### config.mk
export PLATFORM = sky130hd
export DESIGN_NAME = linreg_frame_ctrl
export DESIGN_NICKNAME = d
export VERILOG_FILES = /design/src/rtl/linreg_pkg.sv /design/src/rtl/linreg_frame_ctrl.sv
export SDC_FILE = /design/constraint.sdc
export NUM_CORES = 1
export LEC_CHECK = 0
export ABC_AREA = 1
export CORE_UTILIZATION = 44
export DETAILED_ROUTE_END_ITERATION = 7
export GPL_TIMING_DRIVEN = 0
export PLACE_DENSITY_LB_ADDON = 0.08
export SKIP_LAST_GASP = 1
export SLEW_MARGIN = 20
export SYNTH_ARGS = -nofsm -noshare
export SYNTH_HDL_FRONTEND = slang
export SYNTH_SLANG_ARGS = --single-unit
### constraint.sdc
create_clock -name clk_in -period 1.89 [get_ports clk_in]
set_input_delay 0.378 -clock clk_in [delete_from_list [all_inputs] [get_ports clk_in]]
set_output_delay 0.378 -clock clk_in [all_outputs]
set_load 0.05 [all_outputs]
### src/rtl/linreg_pkg.sv
// Shared types and widths for the linear_regr frame sequencer.
package linreg_pkg;

    localparam int X_W   = 11;
    localparam int Y_W   = 10;
    localparam int A_W   = 18;
    localparam int B_W   = 25;
    localparam int CNT_W = 21;

    typedef enum logic [2:0] {
        COLLECT = 3'd0,
        TAB     = 3'd1,
        WAIT    = 3'd2,
        SETTLE  = 3'd3,
        FLUSH   = 3'd4
    } linreg_state_t;

endpackage

### src/rtl/linreg_frame_ctrl.sv
// Frame sequencer around linear_regr: forwards masked pixels, requests one fit
// per frame, guards the wait with a watchdog and holds the last qualified line.
module linreg_frame_ctrl
    import linreg_pkg::*;
#(
    parameter int MIN_POINTS     = 64,
    parameter int TIMEOUT_CYCLES = 4096
) (
    input  logic                  clk_in,
    input  logic                  rst_n_in,
    input  logic [X_W-1:0]        pix_x_in,
    input  logic [Y_W-1:0]        pix_y_in,
    input  logic                  pix_valid_in,
    input  logic                  pix_mask_in,
    input  logic                  frame_end_in,
    output logic [X_W-1:0]        regr_x_out,
    output logic [Y_W-1:0]        regr_y_out,
    output logic                  regr_valid_out,
    output logic                  regr_tabulate_out,
    output logic                  regr_rst_out,
    input  logic signed [A_W-1:0] regr_a_in,
    input  logic signed [B_W-1:0] regr_b_in,
    input  logic                  regr_valid_in,
    output logic signed [A_W-1:0] line_a_out,
    output logic signed [B_W-1:0] line_b_out,
    output logic                  line_valid_out,
    output logic                  line_stale_out,
    output logic [CNT_W-1:0]      point_count_out,
    output logic                  timeout_err_out,
    output logic [7:0]            dropped_frames_out
);

    localparam int                WD_W    = (TIMEOUT_CYCLES > 1) ? $clog2(TIMEOUT_CYCLES) : 1;
    localparam logic [WD_W-1:0]   WD_LAST = WD_W'(TIMEOUT_CYCLES - 1);
    localparam logic [CNT_W-1:0]  MIN_CNT = CNT_W'(MIN_POINTS);

    function automatic logic [CNT_W-1:0] sat_inc_cnt(input logic [CNT_W-1:0] v);
        return (&v) ? v : v + CNT_W'(1);
    endfunction

    function automatic logic [7:0] sat_inc_drop(input logic [7:0] v);
        return (&v) ? v : v + 8'd1;
    endfunction

    linreg_state_t    state, state_next;
    logic [CNT_W-1:0] frame_cnt, frame_total;
    logic [WD_W-1:0]  wd_cnt;
    logic             flush_second;
    logic             pix_hit, frame_close, frame_drop;
    logic             result_good, result_short, wd_fire;

    // The frame total includes a pixel arriving together with frame_end_in.
    always_comb begin
        pix_hit      = pix_valid_in & pix_mask_in & (state == COLLECT);
        frame_total  = pix_hit ? sat_inc_cnt(frame_cnt) : frame_cnt;
        frame_close  = frame_end_in & (state == COLLECT);
        frame_drop   = frame_end_in & (state != COLLECT);
        result_good  = (state == WAIT) & regr_valid_in & (point_count_out >= MIN_CNT);
        result_short = (state == WAIT) & regr_valid_in & (point_count_out < MIN_CNT);
        wd_fire      = (state == WAIT) & ~regr_valid_in & (wd_cnt == WD_LAST);
        state_next   = state;
        case (state)
            COLLECT: if (frame_close && (frame_total != '0)) state_next = TAB;
            TAB:     state_next = WAIT;
            WAIT: begin
                if (regr_valid_in)             state_next = SETTLE;
                else if (wd_cnt == WD_LAST)    state_next = FLUSH;
            end
            SETTLE:  state_next = COLLECT;
            FLUSH:   if (flush_second) state_next = COLLECT;
            default: state_next = COLLECT;
        endcase
    end

    always_ff @(posedge clk_in or negedge rst_n_in) begin
        if (!rst_n_in) state <= COLLECT;
        else           state <= state_next;
    end

    // Stage p1: frame bookkeeping, core handshake and published line
    always_ff @(posedge clk_in or negedge rst_n_in) begin
        if (!rst_n_in) begin
            frame_cnt          <= '0;
            wd_cnt             <= '0;
            flush_second       <= 1'b0;
            point_count_out    <= '0;
            dropped_frames_out <= '0;
            line_stale_out     <= 1'b1;
            line_a_out         <= '0;
            line_b_out         <= '0;
            line_valid_out     <= 1'b0;
            regr_tabulate_out  <= 1'b0;
            regr_rst_out       <= 1'b1;
            timeout_err_out    <= 1'b0;
            regr_x_out         <= '0;
            regr_y_out         <= '0;
            regr_valid_out     <= 1'b0;
        end else begin
            if (frame_close || (state != COLLECT)) frame_cnt <= '0;
            else if (pix_hit)                      frame_cnt <= sat_inc_cnt(frame_cnt);

            if (state == TAB)       wd_cnt <= '0;
            else if (state == WAIT) wd_cnt <= wd_cnt + WD_W'(1);

            flush_second <= (state == FLUSH) ? ~flush_second : 1'b0;

            if (frame_close) point_count_out <= frame_total;
            if (frame_drop)  dropped_frames_out <= sat_inc_drop(dropped_frames_out);

            if (result_good) begin
                line_a_out     <= regr_a_in;
                line_b_out     <= regr_b_in;
                line_stale_out <= 1'b0;
            end else if (result_short || wd_fire || (frame_close && (frame_total == '0))) begin
                line_stale_out <= 1'b1;
            end

            line_valid_out    <= result_good;
            regr_tabulate_out <= (state == TAB);
            regr_rst_out      <= (state_next == FLUSH);
            timeout_err_out   <= wd_fire;

            regr_valid_out <= pix_hit;
            if (pix_hit) begin
                regr_x_out <= pix_x_in;
                regr_y_out <= pix_y_in;
            end
        end
    end

endmodule

==> flow_summary.toml <==
[critical_path]
critPathLaunchType = "flop"
crit_top_cell = "nand2_1"
end_kind = "flop"
r2r_cells = 12
crit_arrival_ns = 2.41
crit_chain = "ha_4, nand3_2, nor2_1, nand3_2, nand2_1, a21oi_1, nand2_1, nor2_1, nand2_1, nor2_2, nand3_1, a21oi_2"
crit_type = "reg2reg"
cpPeakStageDelay_ns = 0.41
cp_max_fo = 6
slowest_stage = "dfrtp_1"
worstPathRequired_ns = 2.24

[floorplan]
die_h_um = 120
die_w_um = 120
rows = 42
ioPinCount = 169
start_util = 0.458
core_um2 = 13500
dieArea_um2 = 14500

[cts]
cts_htree_levels = 4
cts_tree = "yes"
cts_buffers = 17
numClockSinks = 136
insertion_delay_ns = 0.42
cts-root-buf = "clkbuf_16"
cts_buffer_depth = 2
clkTransAtPathRegs_ns = 0.06

[status]
outcome = "finished, violations left"
violations = "negative setup slack"

[timing]
max_freq_ghz = 0.487
hold_viol_final = 0
setup_tns_ns = -0.306
period_minus_slack_ns = 2.05
worst_hold_slack_ns = 0.431
tightest_slew_ns = 0.588
rsz0062_at_grt = "yes"
setup_ws_ns = -0.165
finClkSkew_ns = 0.00605
slew_violations = 0
setup_viol = 2
min_period_over_period = 1.09
relSlewSlack = 0.608

[power_and_ir_drop]
irDropWorstVdd_uv = 1040
power_density_nw_per_um2 = 1500
p_total_mw = 13.4
leakagePower_nw = 4.66

[final_layout]
nets = 1021
layout_commonest_cell = "nand2_1"
drive_above_1_share = 0.139
area.growth.synth_to_final_pct = 45.0
num_antenna_cells = 0
final_cell_mix = "304 x nand2_1, 123 x dfrtp_1, 99 x dlygate4sd2_1"

[route]
drt_pass1_iterations = 5
routedWlPerCell_um = 14.4
drt-total-wl_um = 16400
initialDrtViolationCount = 312
drc_errors = 0
vias_per_cell = 4.93
vias = 5609
ant_nets = 0

[synth]
ys_warn_count = 0
syn_nets = 814
post-synth-top-area-fraction = 0.544
synth-seq-cells = 136
synth_area_leaders = "dfrtp_1 54%, nand2_1 19%, inv_1 3.5%"
syn-cell-area_um2 = 6160
yosysSeqAreaShare = 0.553
yosysUniqueCellTypes = 44
yosysTopAreaCell = "dfrtp_1"
synth_cells = 741
syn_avg_cell_area_um2 = 8.32

[global_route]
grt_pass1_vias = 5493
grt_pass1_wl_um = 26900
track_usage = 0.239
grt_antenna_before_repair = 0
grt_max_degree = 102
overflow = 0

[run]
drv_cap = 0

[placed_design]
place_congestion = 0.898
numPortBuffers = 168
dp_hpwl_um = 11700

[min_path]
hp-class = "in2async"
-- critical path: cells and delay by family (launching register included) --
family	cells	cell delay, ns
flip-flops	1	0.41
AND/OR/NAND/NOR	9	0.98
adder cells (fa/ha/maj)	1	0.19
AO/OA/AOI/OAI	2	0.42
-- timing repair --
| item | 4_1_cts | 5_1_grt |
|---|---|---|
| hold buffers | 1 | 0 |
| hold endpoints to repair | 35 | 0 |
| pin swaps | 14 | 10 |
| cloned | 1 | 0 |
| gates resized for setup | 121 | 48 |
| buffers inserted | 11 | 6 |
| endpoints found under the setup margin | 144 | 55 |
-- Yosys cell counts (all sizes together) --
cell type / count
buf: 9
a221oi: 1
o211ai: 1
o31ai: 1
o21a: 1
dfstp: 2
nand2: 324
a31oi: 2
xnor2: 4
a21oi: 9
xor2: 6
inv: 59
dfrtp: 134
o22ai: 3
a21o: 1
nand4: 11
nand3: 39
nor2: 65
clkbuf: 12
nor4: 3
clkinv: 1
a21boi: 5
ha: 3
nor3: 12
nand3b: 2
o21ai: 30
mux2: 1
-- kinds of logic after synthesis --
group,share of synthesized area
buffers and inverters,0.0522
flip-flops,0.553
adder cells (fa/ha/maj),0.00609
XOR/XNOR,0.0142
AO/OA/AOI/OAI,0.0497
multiplexers,0.00183
AND/OR/NAND/NOR,0.323
-- power by group --
part | total [mW] | switching, mW | internal [mW] | leakage, nW
Sequential | 4.20 | 0.474 | 3.73 | 1.77
Combinational | 5.79 | 4.25 | 1.54 | 2.60
Clock | 3.40 | 1.19 | 2.21 | 0.293
Total | 13.4 | 5.91 | 7.47 | 4.66
-- metal layers --
metal,vias to the layer above,GRT usage,wire length (um)
li1,2743,-,-
met1,2660,0.296,6610
met2,170,0.403,8440
met3,36,0.0547,917
met4,0,0.100,437
met5,-,0,0
-- registers in the layout, indices dropped and copies added, names as in the netlist --
signal,cells
point_count_out,21
frame_cnt,21
regr_tabulate_out,1
regr_y_out,10
line_a_out,18
state,3
line_valid_out,1
timeout_err_out,1
flush_second,1
regr_rst_out,1
regr_valid_out,1
line_stale_out,1
regr_x_out,11
line_b_out,25
dropped_frames_out,8
wd_cnt,12
-- layout make-up --
type                            count  area, um2
Clock buffer                       25        495
Timing Repair Buffer              188       1740
Sequential cell                   136       3420
Multi-Input combinational cell    524       2610
Inverter                           60        225
Fill cell                        1173       4510
Clock inverter                      7        115
Buffer                             21        121
Tap cell                          176        220
-- worst paths after layout --
path	from	endpoint	slack (ns)
worst min register to register	flush_second$_DFF_PN0_	flush_second$_DFF_PN0_	0.45
worst max-delay path	frame_cnt[1]$_DFF_PN0_	line_stale_out$_DFFE_PN1P_	-0.16
min in group clk_in	flush_second$_DFF_PN0_	flush_second$_DFF_PN0_	0.45
worst min-delay path	rst_n_in	dropped_frames_out[1]$_DFFE_PN0P_	0.43
worst max register to register	frame_cnt[1]$_DFF_PN0_	line_stale_out$_DFFE_PN1P_	-0.16
max in group asynchronous	rst_n_in	frame_cnt[2]$_DFF_PN0_	0.67
-- per-stage QoR --
step	cell area, um2	util	setup WS, ns	std cells
floorplan	6170	-	0.00950	741
global placement	8070	0.600	-5.36	1085
detailed placement	8100	0.602	-0.708	1086
CTS	8750	0.651	-0.177	1131
global route	8940	0.664	-0.283	1137
finish	8940	0.664	-0.165	1137
Note: power is estimated with default switching activity, not from simulation.
